**src/rtl/frame_mixer_rr_pkg.sv**
```systemverilog
// Shared types and constants for the frame-aware round-robin mixer.
//   state_t       : mixer FSM states (IDLE / READ / ABORT)
//   FLAG_BIT_DEF  : default bit position of the frame-data flag
//   TERM_WORD     : word written when a frame has to be closed by abort
//   wrap_inc()    : modulo-n increment used for the round-robin pointer
package frame_mixer_rr_pkg;

  typedef enum logic [1:0] {
    ST_IDLE  = 2'd0,
    ST_READ  = 2'd1,
    ST_ABORT = 2'd2
  } state_t;

  localparam int FLAG_BIT_DEF = 8;

  // Widest supported word; the top slices it down to DW bits.
  localparam logic [31:0] TERM_WORD = 32'h0000_0000;

  function automatic int wrap_inc(input int cur, input int n);
    return ((cur + 1) >= n) ? 0 : (cur + 1);
  endfunction

endpackage

```
**src/rtl/frame_mixer_rr_if.sv**
```systemverilog
// Bus bundle between the mixer, its ingress FIFOs and its egress FIFO.
//   in_dout   : ingress FIFO data, port p at [p*DW +: DW]
//   in_empty  : ingress FIFO empty flags
//   in_rd_en  : ingress read strobes (one-hot or zero)
//   port_en   : per-port grant enable
//   din/wr_en : egress FIFO write data / strobe
//   full      : egress prog-full (>=2 free entries still left when high)
// master = the mixer, slave = the FIFO side.
interface frame_mixer_rr_if #(
  parameter int NPORTS = 4,
  parameter int DW     = 9
);
  logic [NPORTS*DW-1:0] in_dout;
  logic [NPORTS-1:0]    in_empty;
  logic [NPORTS-1:0]    in_rd_en;
  logic [NPORTS-1:0]    port_en;
  logic [DW-1:0]        din;
  logic                 full;
  logic                 wr_en;

  modport master (
    input  in_dout, in_empty, port_en, full,
    output in_rd_en, din, wr_en
  );

  modport slave (
    output in_dout, in_empty, port_en, full,
    input  in_rd_en, din, wr_en
  );
endinterface

```
**src/rtl/frame_mixer_rr_arbiter.sv**
```systemverilog
// Combinational round-robin search.
//   req   : request vector, one bit per port
//   ptr   : port with highest priority this round
//   grant : first requesting port at or above ptr (wrapping)
//   hit   : any request present
module frame_mixer_rr_arbiter #(
  parameter  int NPORTS = 4,
  localparam int PW     = $clog2(NPORTS)
) (
  input  logic [NPORTS-1:0] req,
  input  logic [PW-1:0]     ptr,
  output logic [PW-1:0]     grant,
  output logic              hit
);

  // Scan upward from ptr, first requester wins.
  always_comb begin
    int idx_v;
    grant = '0;
    hit   = 1'b0;
    idx_v = 0;
    for (int i = 0; i < NPORTS; i++) begin
      idx_v = (int'(ptr) + i) % NPORTS;
      if (!hit && req[idx_v[PW-1:0]]) begin
        hit   = 1'b1;
        grant = idx_v[PW-1:0];
      end else begin
        hit = hit;
      end
    end
  end

endmodule

```
**src/rtl/frame_mixer_rr.sv**
```systemverilog
// Frame-aware round-robin mixer: merges NPORTS ingress FIFOs into one
// egress FIFO without interleaving frames.
//   sys_clk, sys_rst : clock, synchronous active-high reset
//   bus              : ingress/egress FIFO bundle (master side)
//   cur_port         : currently granted port
//   busy             : a port is granted
//   frame_abort      : one-cycle pulse with the terminator of a timed-out frame
module frame_mixer_rr
  import frame_mixer_rr_pkg::*;
#(
  parameter  int NPORTS   = 4,
  parameter  int DW       = 9,
  parameter  int FLAG_BIT = FLAG_BIT_DEF,
  parameter  int TIMEOUT  = 1024,
  localparam int PW       = $clog2(NPORTS)
) (
  input  logic             sys_clk,
  input  logic             sys_rst,
  frame_mixer_rr_if.master bus,
  output logic [PW-1:0]    cur_port,
  output logic             busy,
  output logic             frame_abort
);

  // Counter only has to reach TIMEOUT-1.
  localparam int CW = (TIMEOUT < 2) ? 1 : $clog2(TIMEOUT);

  state_t            state_r, state_nx_s;
  logic [PW-1:0]     rr_ptr_r, cur_port_r, grant_s;
  logic              busy_r, seen_data_r, valid_q_r, wr_en_r, frame_abort_r, hit_s;
  logic [DW-1:0]     din_r, word_q_s;
  logic [CW-1:0]     tmo_cnt_r;
  logic [NPORTS-1:0] req_s, rd_onehot_s;
  logic              cur_empty_s, term_q_s, rd_s, tmo_run_s, tmo_hit_s;

  assign req_s       = bus.port_en & ~bus.in_empty;
  // Word read last cycle from the granted port (valid when valid_q_r).
  assign word_q_s    = bus.in_dout[int'(cur_port_r)*DW +: DW];
  assign cur_empty_s = bus.in_empty[cur_port_r];
  // Flag-0 word only terminates once real frame data has been seen.
  assign term_q_s    = valid_q_r && !word_q_s[FLAG_BIT] && seen_data_r;
  // Stop reading as soon as the terminator is in hand; never over-read.
  assign rd_s        = (state_r == ST_READ) && !cur_empty_s && !bus.full && !term_q_s;
  assign tmo_run_s   = (state_r == ST_READ) && seen_data_r && cur_empty_s;
  assign tmo_hit_s   = (TIMEOUT != 0) && tmo_run_s && (tmo_cnt_r == CW'(TIMEOUT - 1));

  frame_mixer_rr_arbiter #(.NPORTS(NPORTS)) u_arb (
    .req   (req_s),
    .ptr   (rr_ptr_r),
    .grant (grant_s),
    .hit   (hit_s)
  );

  // FSM state register.
  always_ff @(posedge sys_clk) begin
    if (sys_rst) begin
      state_r <= ST_IDLE;
    end else begin
      state_r <= state_nx_s;
    end
  end

  // FSM next-state logic; terminator wins over timeout.
  always_comb begin
    state_nx_s = state_r;
    case (state_r)
      ST_IDLE: begin
        if (hit_s) state_nx_s = ST_READ;
        else       state_nx_s = ST_IDLE;
      end
      ST_READ: begin
        if (term_q_s)       state_nx_s = ST_IDLE;
        else if (tmo_hit_s) state_nx_s = ST_ABORT;
        else                state_nx_s = ST_READ;
      end
      ST_ABORT: begin
        if (!bus.full) state_nx_s = ST_IDLE;
        else           state_nx_s = ST_ABORT;
      end
      default: state_nx_s = ST_IDLE;
    endcase
  end

  // FSM outputs: read strobe to the granted port only.
  always_comb begin
    rd_onehot_s = '0;
    if (rd_s) begin
      rd_onehot_s[cur_port_r] = 1'b1;
    end else begin
      rd_onehot_s = '0;
    end
  end

  // Grant bookkeeping: current port, busy, rr pointer, seen-data flag.
  always_ff @(posedge sys_clk) begin
    if (sys_rst) begin
      rr_ptr_r    <= '0;
      cur_port_r  <= '0;
      busy_r      <= 1'b0;
      seen_data_r <= 1'b0;
    end else begin
      case (state_r)
        ST_IDLE: begin
          if (hit_s) begin
            cur_port_r  <= grant_s;
            busy_r      <= 1'b1;
            seen_data_r <= 1'b0;
          end
        end
        ST_READ: begin
          if (term_q_s) begin
            rr_ptr_r    <= PW'(wrap_inc(int'(cur_port_r), NPORTS));
            busy_r      <= 1'b0;
            seen_data_r <= 1'b0;
          end else if (valid_q_r && word_q_s[FLAG_BIT]) begin
            seen_data_r <= 1'b1;
          end
        end
        ST_ABORT: begin
          if (!bus.full) begin
            rr_ptr_r <= PW'(wrap_inc(int'(cur_port_r), NPORTS));
            busy_r   <= 1'b0;
          end
        end
        default: begin
          busy_r <= 1'b0;
        end
      endcase
    end
  end

  // Mid-frame starvation counter; any read restarts it.
  always_ff @(posedge sys_clk) begin
    if (sys_rst) begin
      tmo_cnt_r <= '0;
    end else if ((state_r != ST_READ) || rd_s || tmo_hit_s) begin
      tmo_cnt_r <= '0;
    end else if (tmo_run_s) begin
      tmo_cnt_r <= tmo_cnt_r + CW'(1);
    end
  end

  // Egress pipeline: every word read is written one cycle later. An abort
  // cannot collide with an in-flight word because it only fires after the
  // port has been empty (no reads) for at least one cycle.
  always_ff @(posedge sys_clk) begin
    if (sys_rst) begin
      valid_q_r     <= 1'b0;
      din_r         <= '0;
      wr_en_r       <= 1'b0;
      frame_abort_r <= 1'b0;
    end else begin
      valid_q_r <= rd_s;
      if (valid_q_r) begin
        din_r         <= word_q_s;
        wr_en_r       <= 1'b1;
        frame_abort_r <= 1'b0;
      end else if ((state_r == ST_ABORT) && !bus.full) begin
        din_r         <= TERM_WORD[DW-1:0];
        wr_en_r       <= 1'b1;
        frame_abort_r <= 1'b1;
      end else begin
        wr_en_r       <= 1'b0;
        frame_abort_r <= 1'b0;
      end
    end
  end

  assign bus.in_rd_en = rd_onehot_s;
  assign bus.din      = din_r;
  assign bus.wr_en    = wr_en_r;
  assign cur_port     = cur_port_r;
  assign busy         = busy_r;
  assign frame_abort  = frame_abort_r;

endmodule

```
**src/flat_wrapper.sv**
```systemverilog
// flat-port wrapper written by rule: the top's interface ports become plain ports
module frame_mixer_rr_flat import frame_mixer_rr_pkg::*;
#(
  parameter  int NPORTS   = 4,
  parameter  int DW       = 9,
  parameter  int FLAG_BIT = FLAG_BIT_DEF,
  parameter  int TIMEOUT  = 1024,
  localparam int PW       = $clog2(NPORTS)
)
  (sys_clk, sys_rst, cur_port, busy, frame_abort, bus_in_dout, bus_in_empty, bus_port_en, bus_full, bus_in_rd_en, bus_din, bus_wr_en);
  frame_mixer_rr_if #(.NPORTS(NPORTS), .DW(DW)) bus_i ();
  input  logic sys_clk;
  input  logic sys_rst;
  output logic [PW-1:0] cur_port;
  output logic busy;
  output logic frame_abort;
  input wire logic [$bits(bus_i.in_dout)-1:0] bus_in_dout;
  input wire logic [$bits(bus_i.in_empty)-1:0] bus_in_empty;
  input wire logic [$bits(bus_i.port_en)-1:0] bus_port_en;
  input wire logic [$bits(bus_i.full)-1:0] bus_full;
  output wire logic [$bits(bus_i.in_rd_en)-1:0] bus_in_rd_en;
  output wire logic [$bits(bus_i.din)-1:0] bus_din;
  output wire logic [$bits(bus_i.wr_en)-1:0] bus_wr_en;
  assign bus_i.in_dout = bus_in_dout;
  assign bus_i.in_empty = bus_in_empty;
  assign bus_i.port_en = bus_port_en;
  assign bus_i.full = bus_full;
  assign bus_in_rd_en = bus_i.in_rd_en;
  assign bus_din = bus_i.din;
  assign bus_wr_en = bus_i.wr_en;
  frame_mixer_rr #(.NPORTS(NPORTS), .DW(DW), .FLAG_BIT(FLAG_BIT), .TIMEOUT(TIMEOUT)) u_core (.sys_clk(sys_clk), .sys_rst(sys_rst), .bus(bus_i), .cur_port(cur_port), .busy(busy), .frame_abort(frame_abort));
endmodule
```
**config.mk**
```make
export PLATFORM = sky130hd
export DESIGN_NAME = frame_mixer_rr_flat
export DESIGN_NICKNAME = d
export VERILOG_FILES = /design/src/rtl/frame_mixer_rr_pkg.sv /design/src/rtl/frame_mixer_rr_if.sv /design/src/rtl/frame_mixer_rr_arbiter.sv /design/src/rtl/frame_mixer_rr.sv /design/src/flat_wrapper.sv
export SDC_FILE = /design/constraint.sdc
export NUM_CORES = 1
export LEC_CHECK = 0
export BUFFER_PORTS_ARGS = -buffer_cell sky130_fd_sc_hd__buf_4
export CORE_MARGIN = 3
export CORE_UTILIZATION = 44
export CTS_CLUSTER_DIAMETER = 30
export DETAILED_ROUTE_END_ITERATION = 6
export PLACE_DENSITY = 0.76
export SYNTH_ARGS = -nofsm -noshare
export SYNTH_HDL_FRONTEND = slang
export SYNTH_SLANG_ARGS = --single-unit
```
**constraint.sdc**
```tcl
create_clock -name sys_clk -period 2.02 [get_ports sys_clk]
set_clock_uncertainty 0.2 [all_clocks]
set_input_delay 0.303 -clock sys_clk [delete_from_list [all_inputs] [get_ports sys_clk]]
set_output_delay 0.303 -clock sys_clk [all_outputs]
set_load 0.02 [all_outputs]
```
==> impl_metrics.toml <==
[outcome]
outcome = "finished with violations"
violations = "setup timing"

[worst_setup_path]
cp-start-kind = "flip-flop"
crit_path_max_incr_delay_ns = 0.55
crit_path_end = "bus_in_rd_en[1]"
ff2ff_setup_slack_ns = -0.09
r2r_cells = 8
path_cells = "mux4_2 -> nor3_4 -> and2_4 -> buf_6"
critPathArrivalTime_ns = 1.73
startpoint = "u_core.cur_port[0]"
worstPathMaxFanout = 5
cp_slowest_cell = "mux4_2"
end_kind = "output port"
crit_type = "reg2out"
critPathRequiredTime_ns = 1.52
reg2reg_from = "u_core.cur_port[0]"
r2r-end = "u_core.tmo_cnt_r[5]"

[synthesis]
syn_nets = 239
syn_area_um2 = 1730
synth_cells = 187
post_synth_num_cell_types = 44
seq_area_frac_synth_pct = 34.71
yosys_warnings = 0
synth_ff_type = "dfxtp_1"
async_flop_share_pct = 0
ys_ff_latch = 30
syn_avg_cell_area_um2 = 9.254
synth_edf_count = 0

[timing]
finalSetupViolCount = 15
slew_violations = 0
rsz0062_at_grt = "yes"
fin_ws_ns = -0.2164
fin_crit_sh_pct = 110.7
timing.fmax_ghz = 0.4471
tightest_slew_ns = 0.4698
slew_headroom_pct = 68.27
hold_viol_final = 0
fin_crit_ns = 2.236

[finish]
diodes = 0
area_growth_pct = 48.52
final_area_um2 = 2570
post_route_cells_drive_above_1_share_pct = 46.42
nets = 316
fill_cells = 302

[grt]
antenna_found_initial = 0
track_usage_pct = 19.76
grt_pass1_wl_mm = 7.065
grt_max_degree = 22
grt_remaining_overflow = 0
grt_pass1_vias = 1642

[floorplan]
die_area_um2 = 4721
io_pins = 65
initial_core_util_pct = 46.57
fp-row-count = 22
core_region_area_um2 = 3716
die_height_um = 68.71
die_w_um = 68.71

[job]
maxCapViolCount = 0

[power_and_ir_drop]
clockPowerShare_pct = 35.3
peakVddDrop_v = 0.0003527
seqPwrFrac_pct = 43.2
power_frac_comb_pct = 21.4
powerDensity_nw_per_um2 = 553.9
finalPower_w = 0.001424
power_leakage_nw = 1.049
switchingPower_w = 0.0003754
internal-power_w = 0.001048
sw_frac_of_total_pct = 26.37

[worst_hold_path]
hold_path_class = "in2reg"

[clock_tree]
cts_sinks = 30
insertion_delay_ns = 0.28
clockBufferDepth = 2
tritoncts = "built"
htree_levels = 2
cts_hold_buf = 0
clock-root-buffer = "clkbuf_8"
numCtsBuffers = 5
path_clk_slew_ns = 0.07

[drt]
routedWlPerCell_um = 14.89
routed_via_density = 5.578
dr.pass1.iters = 4
ant_nets = 0
vias = 1746
first_iter_violations = 107
drcViolationCount = 0
postRouteWirelength_mm = 4.661

[place]
postPlaceCellArea_um2 = 2337
place_congestion = 0.7816
hpwl_mm = 3.455
port_buffers = 64
-- logic make-up (layout without fill, tap and decap cells) --
logic type | Yosys count | count (layout) | synth area share, %
multiplexers | 13 | 13 | 14.75
adder cells (fa/ha/maj) | 5 | 5 | 3.615
XOR/XNOR | 8 | 8 | 4.049
flip-flops | 30 | 30 | 34.71
AO/OA/AOI/OAI | 30 | 30 | 11.71
AND/OR/NAND/NOR | 83 | 83 | 26.54
buffers and inverters | 18 | 96 | 4.628
-- layer usage --
layer / vias to the layer above / GRT usage [%] / wire length [µm]
li1: 851 / - / -
met1: 838 / 25.95 / 1956
met2: 51 / 32.18 / 2438
met3: 6 / 4.376 / 209
met4: 0 / 6.326 / 57
met5: - / 0 / 0
-- power groups by stage --
stage                     clock, W  combinational (W)  sequential (W)
after CTS                 0.000511           0.000289        0.000615
after floorplan                  0           0.000129        0.000638
final                     0.000503           0.000305        0.000615
after global placement           0           0.000266        0.000628
after global routing      0.000539           0.000329        0.000616
after detailed placement         0           0.000273        0.000628
-- through the flow --
step	instances	TNS, ns	setup WS [ns]	hold slack (ns)	utilization, %
4_1_cts	310	-0.9093	-0.2290	0.04248	67.04
3_5_place_dp	301	-0.07472	-0.02393	0.2620	62.90
6_report	313	-1.642	-0.2164	0.05751	69.16
5_1_grt	313	-2.635	-0.2836	0.05532	69.16
3_3_place_gp	301	0	0.01826	0.2558	62.90
2_1_floorplan	187	0	0.04762	0.1805	-
-- worst min-delay path by stage --
| stage | start | end | slack (ns) | depth (start not counted) |
|---|---|---|---|---|
| detailed placement | u_core.bus.din[6] | u_core.bus.din[6] | 0.26 | 2 |
| floorplan | bus_full | u_core.valid_q_r | 0.18 | 1 |
| finish | bus_full | u_core.valid_q_r | 0.06 | 2 |
| CTS | bus_full | u_core.valid_q_r | 0.04 | 2 |
| global placement | u_core.bus.din[1] | u_core.bus.din[1] | 0.26 | 2 |
| global route | bus_full | u_core.valid_q_r | 0.06 | 2 |
-- Yosys cell counts (2+ instances only) --
library cell / count / area [µm²]
dfxtp_1: 30 / 600.6
nand2_1: 15 / 56.30
nand3_1: 13 / 65.06
a21oi_1: 11 / 55.05
nor3_1: 11 / 55.05
mux4_2: 10 / 225.2
nand4_1: 9 / 56.30
xor2_1: 8 / 70.07
inv_1: 7 / 26.28
and2_1: 6 / 37.54
clkbuf_1: 5 / 18.77
ha_1: 5 / 62.56
nor2_1: 5 / 18.77
buf_2: 4 / 20.02
nand2b_1: 4 / 25.02
nor2b_1: 4 / 25.02
o21ai_0: 4 / 20.02
and3_1: 3 / 18.77
and4_1: 3 / 26.28
mux2i_1: 3 / 30.03
a211oi_1: 2 / 15.01
nor4_1: 2 / 12.51
or2_2: 2 / 12.51
-- layout make-up --
type	instances	area, µm²	area share (%)
Multi-Input combinational cell	139	1136	44.21
Inverter	7	26.28	1.022
Clock inverter	2	12.51	0.4869
Timing Repair Buffer	81	646.9	25.17
Sequential cell	30	605.6	23.56
Clock buffer	6	82.58	3.213
Tap cell	48	60.06	2.337
-- cell usage in the layout (no fill, tap or decap), drive strengths merged, types with 7 or more instances in the layout --
| master | netlist | layout |
|---|---|---|
| dfxtp | 30 | 30 |
| buf | 6 | 81 |
| a21oi | 11 | 11 |
| xor2 | 8 | 8 |
| mux4 | 10 | 10 |
| nor3 | 12 | 12 |
| nand3 | 13 | 13 |
| inv | 7 | 7 |
| nand2 | 15 | 15 |
| nand4 | 9 | 9 |
-- worst max-delay path, delay by kind of cell, from the launching register on --
family / cells / cell delay [ns]
simple gates: 2 / 0.43
mux: 1 / 0.55
flops: 1 / 0.37
buf+inv: 1 / 0.11
-- repair_timing --
item                       4_1_cts  5_1_grt
setup endpoints to repair        4       18
gates resized for setup         14       15
pin swaps                        6        3
setup buffers                    1        2
cloned                           0        1
-- registers in the layout (all words and copies together), names as in the netlist --
name,cells
u_core.tmo_cnt_r,10
u_core.bus.din,9
u_core.cur_port,2
u_core.rr_ptr_r,2
u_core.state_r,2
u_core.bus.wr_en,1
u_core.busy,1
u_core.frame_abort,1
u_core.seen_data_r,1
u_core.valid_q_r,1
(Power assumes the default switching activity.)
